**config.mk**
```make
export PLATFORM = sky130hd
export DESIGN_NAME = weight_bias_update
export DESIGN_NICKNAME = d
export VERILOG_FILES = /design/src/rtl/weight_bias_update.sv
export SDC_FILE = /design/constraint.sdc
export NUM_CORES = 1
export LEC_CHECK = 0
export CORE_UTILIZATION = 58
export DETAILED_ROUTE_END_ITERATION = 10
export GPL_TIMING_DRIVEN = 0
export HOLD_SLACK_MARGIN = 0.02
export PLACE_DENSITY = 0.92
export RECOVER_POWER = 25
export SYNTH_ARGS = -nofsm -noshare
export SYNTH_HDL_FRONTEND = slang
export SYNTH_SLANG_ARGS = --single-unit
```
**constraint.sdc**
```tcl
create_clock -name iCLK -period 20.7 [get_ports iCLK]
set_input_delay 5.175 -clock iCLK [delete_from_list [all_inputs] [get_ports iCLK]]
set_output_delay 5.175 -clock iCLK [all_outputs]
set_load 0.005 [all_outputs]
```
**src/rtl/weight_bias_update.sv**
```systemverilog
// weight_bias_update: parameter store for one layer. Seeds W/B from a Galois LFSR
// after reset, then applies saturating W <= W - dW, B <= B - dB per accepted gradient.
module weight_bias_update #(
  parameter int          NP   = 4,
  parameter int          NC   = 4,
  parameter int          WI   = 4,
  parameter int          WF   = 4,
  parameter logic [15:0] SEED = 16'hACE1
) (
  input  logic                                iCLK,
  input  logic                                iRST,
  input  logic                                iValid_AS,
  output logic                                oReady_AS,
  input  logic [NC*NP*(WI+WF)+NC*(WI+WF)-1:0] iData_AS,
  output logic                                oValid_BS,
  input  logic                                iReady_BS,
  output logic [NC*NP*(WI+WF)+NC*(WI+WF)-1:0] oData_BS
);
  localparam int          WD   = WI + WF;
  localparam int          NW   = NC * NP;
  localparam int          N    = NW + NC;
  localparam int          KW   = $clog2(N);
  localparam logic [15:0] TAPS = 16'hB400;

  typedef enum logic {S_INIT = 1'b0, S_RUN = 1'b1} state_t;

  state_t        r_state;
  logic [15:0]   r_lfsr;
  logic [KW-1:0] r_k;
  logic          r_valid;
  logic [WD-1:0] r_param [N];
  logic [WD-1:0] w_next  [N];
  logic [WD-1:0] w_seed_val;
  logic          w_accept;

  // Entries 0..NW-1 are weights (packed above the biases), NW..N-1 are biases.
  function automatic int ofs(input int k);
    return (k < NW) ? (NC + k) * WD : (k - NW) * WD;
  endfunction

  function automatic logic [WD-1:0] sat_sub(input logic [WD-1:0] p, input logic [WD-1:0] d);
    logic [WD:0] r;
    r = {p[WD-1], p} - {d[WD-1], d};
    if (r[WD] != r[WD-1]) begin
      sat_sub = r[WD] ? {1'b1, {(WD-1){1'b0}}} : {1'b0, {(WD-1){1'b1}}};
    end else begin
      sat_sub = r[WD-1:0];
    end
  endfunction

  assign w_seed_val = {{WI{r_lfsr[WF-1]}}, r_lfsr[WF-1:0]};
  assign oReady_AS  = (r_state == S_RUN) && (!r_valid || iReady_BS);
  assign w_accept   = iValid_AS && oReady_AS;
  assign oValid_BS  = r_valid;

  always_comb begin
    for (int i = 0; i < N; i++) begin
      w_next[i] = sat_sub(r_param[i], iData_AS[ofs(i) +: WD]);
    end
  end

  always_comb begin
    oData_BS = '0;
    for (int i = 0; i < N; i++) begin
      oData_BS[ofs(i) +: WD] = r_param[i];
    end
  end

  always_ff @(posedge iCLK or posedge iRST) begin
    if (iRST) begin
      r_state <= S_INIT;
      r_lfsr  <= SEED;
      r_k     <= '0;
      r_valid <= 1'b0;
      for (int i = 0; i < N; i++) begin
        r_param[i] <= '0;
      end
    end else begin
      case (r_state)
        S_INIT: begin
          for (int i = 0; i < N; i++) begin
            if (r_k == KW'(i)) begin
              r_param[i] <= w_seed_val;
            end
          end
          r_lfsr <= {1'b0, r_lfsr[15:1]} ^ (r_lfsr[0] ? TAPS : 16'h0000);
          if (r_k == KW'(N - 1)) begin
            r_k     <= '0;
            r_state <= S_RUN;
            r_valid <= 1'b1;
          end else begin
            r_k <= r_k + KW'(1);
          end
        end
        S_RUN: begin
          // An accept re-arms the snapshot even when the old one is published at this edge.
          if (w_accept) begin
            for (int i = 0; i < N; i++) begin
              r_param[i] <= w_next[i];
            end
            r_valid <= 1'b1;
          end else if (r_valid && iReady_BS) begin
            r_valid <= 1'b0;
          end
        end
        default: r_state <= S_INIT;
      endcase
    end
  end
endmodule

```
After elaboration in Yosys (flattened, before gate mapping)

Cells that the tools add are included.

Add/sub/neg operators: 21
Reductions and logical operators: 27
Bitwise operators: 2
Eq/ne operators: 61
Muxes and demuxes: 70

Operators by type and width:

| kind                                                  | count |
|---|---|
| 2-to-1 mux 8 bit                                      | 60 |
| case mux 160 bit (2 select lines)                     | 1 |
| subtractor 8 x 8 -> 9 bit                             | 20 |
| 2-to-1 mux 160 bit                                    | 1 |
| AND reduction 2 bit                                   | 21 |
| == test 5 x 4 -> 1 bit, second input constant         | 8 |
| inequality test 2 bit, second input constant          | 20 |
| == test 5 x 3 -> 1 bit, second input constant         | 4 |
| == test 5 bit, second input constant                  | 4 |
| inequality test 1 bit                                 | 20 |
| 2-to-1 mux 16 bit                                     | 1 |
| XOR 15 x 16 -> 16 bit                                 | 1 |
| == test 5 x 2 -> 1 bit, second input constant         | 2 |
| adder 5 x 1 -> 5 bit, second input constant           | 1 |
| == test 5 x 1 -> 1 bit, second input constant         | 1 |
| logical NOT 5 bit                                     | 1 |
| 2-to-1 mux 1 bit                                      | 5 |
| 2-to-1 mux 5 bit                                      | 1 |
| logical AND 1 bit                                     | 3 |
| inequality test 3 x 1 -> 1 bit, second input constant | 1 |
| inequality test 2 x 1 -> 1 bit, second input constant | 1 |
| case mux 1 bit (2 select lines)                       | 1 |
| logical NOT 1 bit                                     | 1 |
| logical OR 1 bit                                      | 1 |
| NOT 1 bit                                             | 1 |

Word-level logic and storage cells: 205
Bits of input ports: 164
Register bits: 183
Output and inout bits: 162

Longest topological paths before layout

Depth after elaboration: 6
Depth in mapped cells: 15
Gate-level depth less buffers: 15

Worst setup path before layout

No wires, ideal clock.

Path kind: input to output
From: input iReady_BS
To: output oReady_AS
Data arrival time: 5.384 ns
Stages: 2
Slack: 10.141 ns
Path buffers: 0
Data required time: 15.525 ns
Cell sequence: inv_1 a21oi_4

Longest elaborated chain between the ends: 2

Ends and longest elaborated chain:

| item              | line | text |
|---|---|---|
| start, declared   | 16   | `input logic iReady_BS,` |
| logical OR 1 bit  | 52   | `assign oReady_AS = (r_state == S_RUN) && (!r_valid \|\| iReady_BS);` |
| logical AND 1 bit | 52   |  |
| end, declared     | 13   | `output logic oReady_AS,` |

No other way between the ends.

==> results.txt <==
Vias in the first global route: 16.19k
Htree depth: 4
Initial antenna violation count: 1
Crit path kind: in -> async
Rows: 61
Top FF cell, synth: dfrtp_1
Most frequent cell after synthesis: inv_1
Most frequent cells after synthesis: inv_1 (239), a21oi_1 (216), nor2_1 (206), ha_1 (203), dfrtp_1 (175)
Critical Path AT: 11820 ps
Post-synth ARST share: 100.0%
Total global-route track usage: 34.51%
CTS clk-pin slew, worst paths: 60 ps
Die area: 29350 µm²
Nets: 2668
# Max-Cap Violations: 2
CTS max path bufs: 2
Power, Total: 3.554 mW
Global-route wire length before repair: 80030 µm
Type of origin of the critical path: input pin
Post-synth EDFFs: 0
Cts hold-fix bufs: 0
Seq/Total Area, Yosys: 27.60%
Core Region: 28010 µm²
Post-layout min period: 12470 ps
Worst Hold Depth: 2
Yosys top cell by area: dfrtp_1
Synth Register Bits: 183
Setup Buffers After CTS: 0
WP data required: 20050 ps
Mean routed wirelength per cell: 18.85 µm
Ranking of synthesized cells by area: dfrtp_1 (26%), ha_1 (15%), a21oi_1 (6.5%), inv_1 (5.4%), nor2_1 (4.6%)
Failing checks: capacitance limit, slew limit
Initial Utilization: 59.37%
CTS resizes: 0
Share of cells above drive strength 1: 7.716%
Post-route ant nets: 0
# clock sinks: 183
Die H: 171.3 µm
Max IR drop VDD: 0.0001196 V
Synth top area share: 26.33%
DRC viols: 0
Area Overhead vs Synth: 26.00%
Syn Nets: 2323
Design area: 20950 µm²
Largest fanout on the critical path: 92
Setup violators final: 0
Reg-to-Reg End: oData_BS[156]
Fmax: 80.18 MHz
Estimated wirelength of the detail-placed design: 38300 µm
RSZ-0062 raised after global routing: no
Setup crit end kind: asynchronous set/reset pin
Max-slew headroom: -231.5%
Post-DR vias/cell: 6.038
Final Hold Viols: 0
Via count: 16.13k
Pwr Density: 169.6 nW/µm²
Clk_lat worst skew: 440 ps
Hold Crit Start: r_lfsr[13]
Reg2reg setup slack: 17250 ps
Ant. Diodes: 0
Pleak: 9.826 nW
WHS Endpoint: r_lfsr[13]
Grt ovf: 0
Worst slew pin tran: 4972 ps
DRT Pass-1 Iters: 6
Final Core Density: 74.80%
CTS tree: done
Buffers on Ports: 325
Syn avg cell area: 8.590 µm²
Ys Warns: 0
Setup TNS Final: 0 ps
Largest net degree at the start of global routing: 93
Reg2Reg Depth: 15
R2r startpoint: oData_BS[152]
GPL Wtd Cong: 0.9321
Hold Crit Class: reg -> reg
Status: complete, but fails checks
IO Pins: 326
Initial DRC count: 1528
Synth Cell Area: 16630 µm²
Max Transition Viols Final: 186
Routed wire length: 50360 µm
Min Hold Slack: 502.3 ps
Unique masters post-synth: 82
Clock Skews: 13.98 ps
Die width: 171.3 µm
Count of mapped cells out of synthesis: 1936
Root buf cell: clkbuf_16
Cts bufs inserted: 17
Area after DPL: 20390 µm²
Fin crit share: 60.25%
cells in the final DEF, fill, tap and decap left out, drive strengths merged, types with 9 or more instances in the layout:
cell type and count:
a2111oi 14, a21boi 12, a21o 67, a21oi 241, a22o 16, a31oi 14
buf 29, clkbuf 48, clkdlybuf4s50 324, dfrtp 175, fa 20, ha 203
inv 244, mux2 13, nand2 68, nand2b 55, nand3 12, nor2 221
nor2b 24, nor3 26, nor3b 9, o211ai 29, o21a 48, o21ai 109
o311ai 28, or2 17, or3 23, or3b 11, xnor2 59, xor2 42
how the worst max path moves through the flow:
| stage | from | end |
|---|---|---|
| finish | iRST | oData_BS[118] |
| global placement | iRST | oData_BS[66] |
| detailed placement | iReady_BS | oReady_AS |
| floorplan | iReady_BS | oReady_AS |
| CTS | iReady_BS | oReady_AS |
| global route | iRST | oData_BS[118] |
area by class of cell:
type                       count  area [µm²]
fill                        1992        7058
sequential                   183        4589
buffer                        56       324.1
timing repair buffer         326        3257
inverter                     241       908.4
tap                          378       473.0
multi-input combinational   1456       10790
clock buffer                  20       446.7
clock inverter                12       166.4
stage by stage:
step | std cells | worst slack [ps]
after floorplan | 1936 | 10140
after global placement | 2639 | 7896
after detailed placement | 2640 | 9048
after CTS | 2672 | 9044
after global routing | 2672 | 6776
final | 2672 | 8228
cell families after synthesis:
kind of cell | share of synthesized area, %
buf+inv | 7.464
fa+ha+maj | 17.75
flops | 27.60
xor+xnor | 5.319
mux | 0.9405
simple gates | 15.59
compound gates | 25.34
report_power, final:
group	switching (mW)	internal [mW]	total [mW]	leakage, nW
registers	0.180	0.523	0.703	2.20
logic	1.27	1.23	2.50	7.33
clock network	0.157	0.196	0.353	0.291
total	1.61	1.95	3.55	9.83
state kept, by name, summed over array words and instances, names as in the netlist:
signal     cells
r_state        1
r_k            5
oValid_BS      1
oData_BS     160
r_lfsr        16
worst max-delay path, stage by stage:
cell,delay [ps]
dlygate4sd3_1,550
clkinvlp_2,2340
clkbuf_1,3610
layer usage:
metal  vias up  global-route usage, %  wire length (µm)
li1       7427                      -                 -
met1      7727                  43.34             20340
met2       810                  58.89             24050
met3       170                  4.671              3869
met4         0                  15.76              2105
met5         -                      0                 0
Note: power is estimated with default switching activity, not from simulation.
